$ cat src/rtl/mc_pkg.sv
// Shared types and constants for the missionaries-and-cannibals move checker.
package mc_pkg;

  localparam logic [1:0] MC_N    = 2'd3;
  localparam int         ENTRY_W = 5;

  typedef enum logic [1:0] {
    RUN     = 2'd0,
    DONE_S  = 2'd1,
    FAULT_S = 2'd2
  } state_t;

  localparam logic [1:0] ERR_NONE = 2'd0;
  localparam logic [1:0] ERR_LOAD = 2'd1;
  localparam logic [1:0] ERR_BANK = 2'd2;
  localparam logic [1:0] ERR_FIN  = 2'd3;

  // True when missionaries are outnumbered on either bank; l/m count the start bank.
  function automatic logic bank_unsafe(input logic [1:0] l, input logic [1:0] m);
    logic [1:0] fl;
    logic [1:0] fm;
    fl = MC_N - l;
    fm = MC_N - m;
    return ((l != 2'd0) && (m > l)) || ((fl != 2'd0) && (fm > fl));
  endfunction

endpackage

$ cat src/rtl/mc_trace_ram.sv
// Move trace store: register array with synchronous read, write enable and async clear.
module mc_trace_ram
  import mc_pkg::*;
#(
  parameter int DEPTH = 16,
  parameter int AW    = $clog2(DEPTH)
) (
  input  logic               CLK,
  input  logic               RST,
  input  logic               we,
  input  logic [AW-1:0]      wr_addr,
  input  logic [ENTRY_W-1:0] wr_data,
  input  logic [AW-1:0]      rd_addr,
  output logic [ENTRY_W-1:0] rd_data
);

  logic [ENTRY_W-1:0] mem [DEPTH];

  // NOTE: the array is reset because unwritten entries must read back as 0;
  // this keeps it in flops rather than a RAM macro, which is fine at this depth.
  always_ff @(posedge CLK or negedge RST) begin
    if (!RST) begin
      for (int i = 0; i < DEPTH; i++) mem[i] <= '0;
      rd_data <= '0;
    end else begin
      rd_data <= mem[rd_addr];
      if (we) mem[wr_addr] <= wr_data;
    end
  end

endmodule

$ cat config.mk
export PLATFORM = sky130hd
export DESIGN_NAME = mc_trace_ram
export DESIGN_NICKNAME = d
export VERILOG_FILES = /design/src/rtl/mc_pkg.sv /design/src/rtl/mc_trace_ram.sv
export SDC_FILE = /design/constraint.sdc
export NUM_CORES = 1
export LEC_CHECK = 0
export CORE_MARGIN = 2
export CORE_UTILIZATION = 59
export DETAILED_ROUTE_END_ITERATION = 7
export PLACE_DENSITY_LB_ADDON = 0.05
export SLEW_MARGIN = 20
export SYNTH_ARGS = -nofsm -noshare
export SYNTH_HDL_FRONTEND = slang
export SYNTH_SLANG_ARGS = --single-unit
$ cat constraint.sdc
create_clock -name CLK -period 1.5 [get_ports CLK]
set_input_delay 0.15 -clock CLK [delete_from_list [all_inputs] [get_ports CLK]]
set_output_delay 0.15 -clock CLK [all_outputs]
set_load 0.01 [all_outputs]
==> flow_summary.rst <==
.. list-table::
   :header-rows: 1

   * - Metric
     - Value
   * - Netlist area before placement
     - 0.00381 mm2
   * - Worst setup EP type
     - flip-flop
   * - Worst voltage drop across the vdd grid
     - 0.927 mV
   * - Number of distinct library cells after synthesis
     - 17
   * - Largest net degree at the start of global routing
     - 39
   * - Post-synthesis to final-layout area growth
     - 22.0%
   * - P per Cell Area
     - approximately 1300 mW/mm2
   * - Antenna violations before repair
     - 0
   * - Post-synth top cells
     - sky130_fd_sc_hd__dfrtp_1 (85), sky130_fd_sc_hd__mux2_2 (80), sky130_fd_sc_hd__mux4_2 (20), sky130_fd_sc_hd__nand3_1 (12), sky130_fd_sc_hd__clkbuf_1 (10)
   * - Mean instance size in the synthesized netlist
     - 15.5 um2
   * - WL per Instance
     - 19.7 um
   * - H-tree level count
     - 3
   * - Number of global-route vias before repair
     - between 2000 and 2500
   * - Post-placement cell area
     - 0.00439 mm2
   * - F_max
     - 688 MHz
   * - Filler Cells Inserted
     - 429
   * - Via-to-Cell Ratio
     - between 5 and 6
   * - Maximum root-to-sink buffer count
     - 2
   * - Die width
     - 84.4 um
   * - Placed Cells incl. Taps
     - 373
   * - Largest family of logic cells by synthesized area
     - multiplexers
   * - First DRT Iteration DRCs
     - 80
   * - Cell type contributing the most total cell area after synthesis
     - sky130_fd_sc_hd__dfrtp_1
   * - Drt first pass iters
     - 4
   * - Net Count, Synth
     - 262
   * - Count of maximum capacitance violations
     - 0
   * - Global-route usage over all layers
     - 24.4%
   * - Global-route wire length before repair
     - between 10 and 15 mm
   * - Status
     - complete, no violations
   * - Final-layout setup total negative slack
     - 0 ns
   * - Clock buffers created by TritonCTS
     - 9
   * - Number of antenna-violating nets in the routed design
     - 0
   * - CP arrival
     - ~1.7 ns
   * - Leakage power summed over all cells
     - 2.03 nW
   * - Sequential standard cell area
     - 0.00213 mm2
   * - Worst-case clock skew
     - a little under 0.005 ns
   * - TritonCTS sink count
     - 85
   * - Setup slack of the worst register-to-register path
     - 0.13 ns
   * - Fraction of final layout cells with drive strength greater than 1
     - 54.2%
   * - Post-synthesis sequential area ratio
     - 55.8%
   * - TritonCTS clock tree
     - built
   * - EDFF count, synth
     - 0
   * - Count of final hold-check violations
     - 0
   * - Number of instances in the synthesized netlist
     - 246
   * - R2r endpoint
     - rd_data[0]
   * - Most common cell in the synthesized netlist
     - sky130_fd_sc_hd__dfrtp_1
   * - Data required time at the worst endpoint
     - 1.73 ns
   * - Starting density of the core
     - 60.4%
   * - Final Cycle Share
     - 96.9%
   * - # port buffers
     - 20
   * - Hold WC Path Type
     - input port to async pin
   * - Share of synthesized area spent on multiplexers
     - approximately 35%
   * - Final core utilization
     - 73.7%
   * - Half-perimeter wire length of the detailed placement result
     - 5.42 mm
   * - Prevailing post-synth register cell
     - sky130_fd_sc_hd__dfrtp_1
   * - Worst-Skew Late Latency
     - between 0.3 and 0.4 ns
   * - Antenna Cells
     - 0
   * - Total Die Area
     - between 0.007 and 0.008 mm2
   * - Cell area after layout
     - 0.00465 mm2
   * - Synth top area share
     - 55.8%
   * - Worst R2R Start
     - mem[60]
   * - Row count
     - 29
   * - CP Max Fanout
     - 4
   * - Max-slew violations
     - 0
   * - Remaining design rule violation count
     - 0
   * - Synthesized-area fraction occupied by ao, oa, aoi and oai cells
     - 0.984%
   * - Post-CTS clock slew at the launch and capture registers of the worst setup and hold paths
     - 0.07 ns
   * - Fraction of the mapped netlist area in simple logic gates
     - about 6.5%
   * - Non-filler instance count after layout
     - 387
   * - Critical path launch point type
     - input port
   * - Vias
     - 2308
   * - Number of flip-flops and latches in the synthesized netlist
     - 85
   * - Post-synthesis share of cell area spent on xor and xnor gates
     - 0%
   * - CTS root buf
     - sky130_fd_sc_hd__clkbuf_8
   * - Async set-or-reset flop fraction in the synthesized netlist
     - 100%
   * - Worst slew margin
     - 57.8%
   * - Time the worst path needs with I/O delays and setup
     - 1.45 ns
   * - Setup bufs post-CTS
     - 0
   * - CP Class
     - input port to flip-flop
   * - RSZ-0062 raised after global routing
     - false
   * - Number of top-level pins
     - 21
   * - Depth of the worst register-to-register path
     - 3
   * - Ranking of synthesized cells by area
     - sky130_fd_sc_hd__dfrtp_1 (56%), sky130_fd_sc_hd__mux2_2 (24%), sky130_fd_sc_hd__mux4_2 (12%), sky130_fd_sc_hd__nand3_1 (1.6%), sky130_fd_sc_hd__nor3_2 (1.3%)
   * - Core outline area
     - 0.00631 mm2
   * - # setup viols final
     - 0
   * - Sum of routed wire length over all layers
     - roughly 7.6 mm
   * - Yosys warnings
     - 0
   * - Fraction of the mapped netlist area in adder cells
     - 0%
   * - Transition at the pin with the smallest max-transition slack
     - 0.631 ns
   * - Vert. Die Dim
     - 84.4 um
   * - Nets
     - 324
   * - Final estimated routing congestion in global placement
     - 0.830
   * - Multi-input gate area
     - 0.00167 mm2
   * - Total overflow reported by the global router
     - 0
==> routing by layer <==
metal / part of all wire (%) / track usage [%]
met3: 4.5 / 6.19
met4: 1.0 / 6.49
met2: 49 / 38.5
met1: 46 / 34.6
met5: 0 / 0
==> cell families after synthesis <==
group / Yosys count
mux: 100
buf+inv: 13
compound gates: 5
simple gates: 43
flops: 85
==> stage by stage <==
stage,setup WS [ns],power (mW),hold WS (ns)
2_1_floorplan,0.168,3.85,-0.146
3_5_place_dp,-0.403,4.33,0.0447
5_1_grt,0.00430,6.28,0.227
3_3_place_gp,-0.378,4.29,0.0440
4_1_cts,0.00607,6.03,0.220
6_report,0.0469,5.98,0.222
==> power breakdown <==
part	total, mW	internal (mW)	switching (mW)
logic	1.21	0.787	0.422
clock network	1.69	0.957	0.729
registers	3.09	2.83	0.264
==> worst max-delay path, cell delays in order <==
cell and delay [ns]:
sky130_fd_sc_hd__clkdlybuf4s50_1 0.47, sky130_fd_sc_hd__buf_4 0.17, sky130_fd_sc_hd__nand3b_1 0.19, sky130_fd_sc_hd__nor3_2 0.21
sky130_fd_sc_hd__buf_4 0.17, sky130_fd_sc_hd__mux2_2 0.33
==> state kept, by name, indices dropped and copies added (netlist names) <==
signal	flops
mem	80
rd_data	5
==> how the worst max path moves through the flow <==
stage / from / end / depth (start not counted)
floorplan: rd_addr[0] / rd_data[0] / 4
detailed placement: rd_addr[0] / rd_data[3] / 5
global route: wr_addr[2] / mem[16] / 6
global placement: rd_addr[0] / rd_data[3] / 5
finish: wr_addr[3] / mem[71] / 6
CTS: rd_addr[0] / rd_data[4] / 5
==> cell usage in the layout (no fill, tap or decap) <==
| master | netlist | layout |
|---|---|---|
| sky130_fd_sc_hd__a22oi_1 | 5 | 1 |
| sky130_fd_sc_hd__a22oi_2 | 0 | 4 |
| sky130_fd_sc_hd__buf_12 | 0 | 1 |
| sky130_fd_sc_hd__buf_4 | 0 | 40 |
| sky130_fd_sc_hd__buf_6 | 0 | 3 |
| sky130_fd_sc_hd__bufinv_16 | 0 | 2 |
| sky130_fd_sc_hd__clkbuf_1 | 10 | 1 |
| sky130_fd_sc_hd__clkbuf_8 | 0 | 10 |
| sky130_fd_sc_hd__clkdlybuf4s50_1 | 0 | 16 |
| sky130_fd_sc_hd__dfrtp_1 | 85 | 85 |
| sky130_fd_sc_hd__dlygate4sd3_1 | 0 | 1 |
| sky130_fd_sc_hd__dlymetal6s2s_1 | 0 | 3 |
| sky130_fd_sc_hd__mux2_2 | 80 | 80 |
| sky130_fd_sc_hd__mux4_2 | 20 | 20 |
| sky130_fd_sc_hd__nand2_1 | 7 | 7 |
| sky130_fd_sc_hd__nand2b_1 | 3 | 2 |
| sky130_fd_sc_hd__nand2b_4 | 0 | 1 |
| sky130_fd_sc_hd__nand3_1 | 12 | 12 |
| sky130_fd_sc_hd__nand3b_1 | 2 | 2 |
| sky130_fd_sc_hd__nor2_1 | 7 | 7 |
| sky130_fd_sc_hd__nor2b_1 | 2 | 2 |
| sky130_fd_sc_hd__nor3_1 | 1 | 1 |
| sky130_fd_sc_hd__nor3_2 | 5 | 5 |
| sky130_fd_sc_hd__nor4_2 | 1 | 1 |
| sky130_fd_sc_hd__or3_1 | 2 | 2 |
| sky130_fd_sc_hd__or4_4 | 0 | 1 |
==> final cells by class <==
type | instances | area share (%)
Tap cell | 77 | 2.07
Timing Repair Buffer | 64 | 12.1
Clock buffer | 11 | 3.04
Sequential cell | 85 | 45.7
Clock inverter | 2 | 1.29
Multi-Input combinational cell | 148 | 35.8
==> what timing repair did <==
action | 4_1_cts | 5_1_grt
hold buffers | 1 | 0
endpoints found under the setup margin | 2 | 22
endpoints found under the hold margin | 67 | 0
gates resized for setup | 2 | 10
cloned | 0 | 0
No activity file was read; power rests on OpenSTA's default activity.
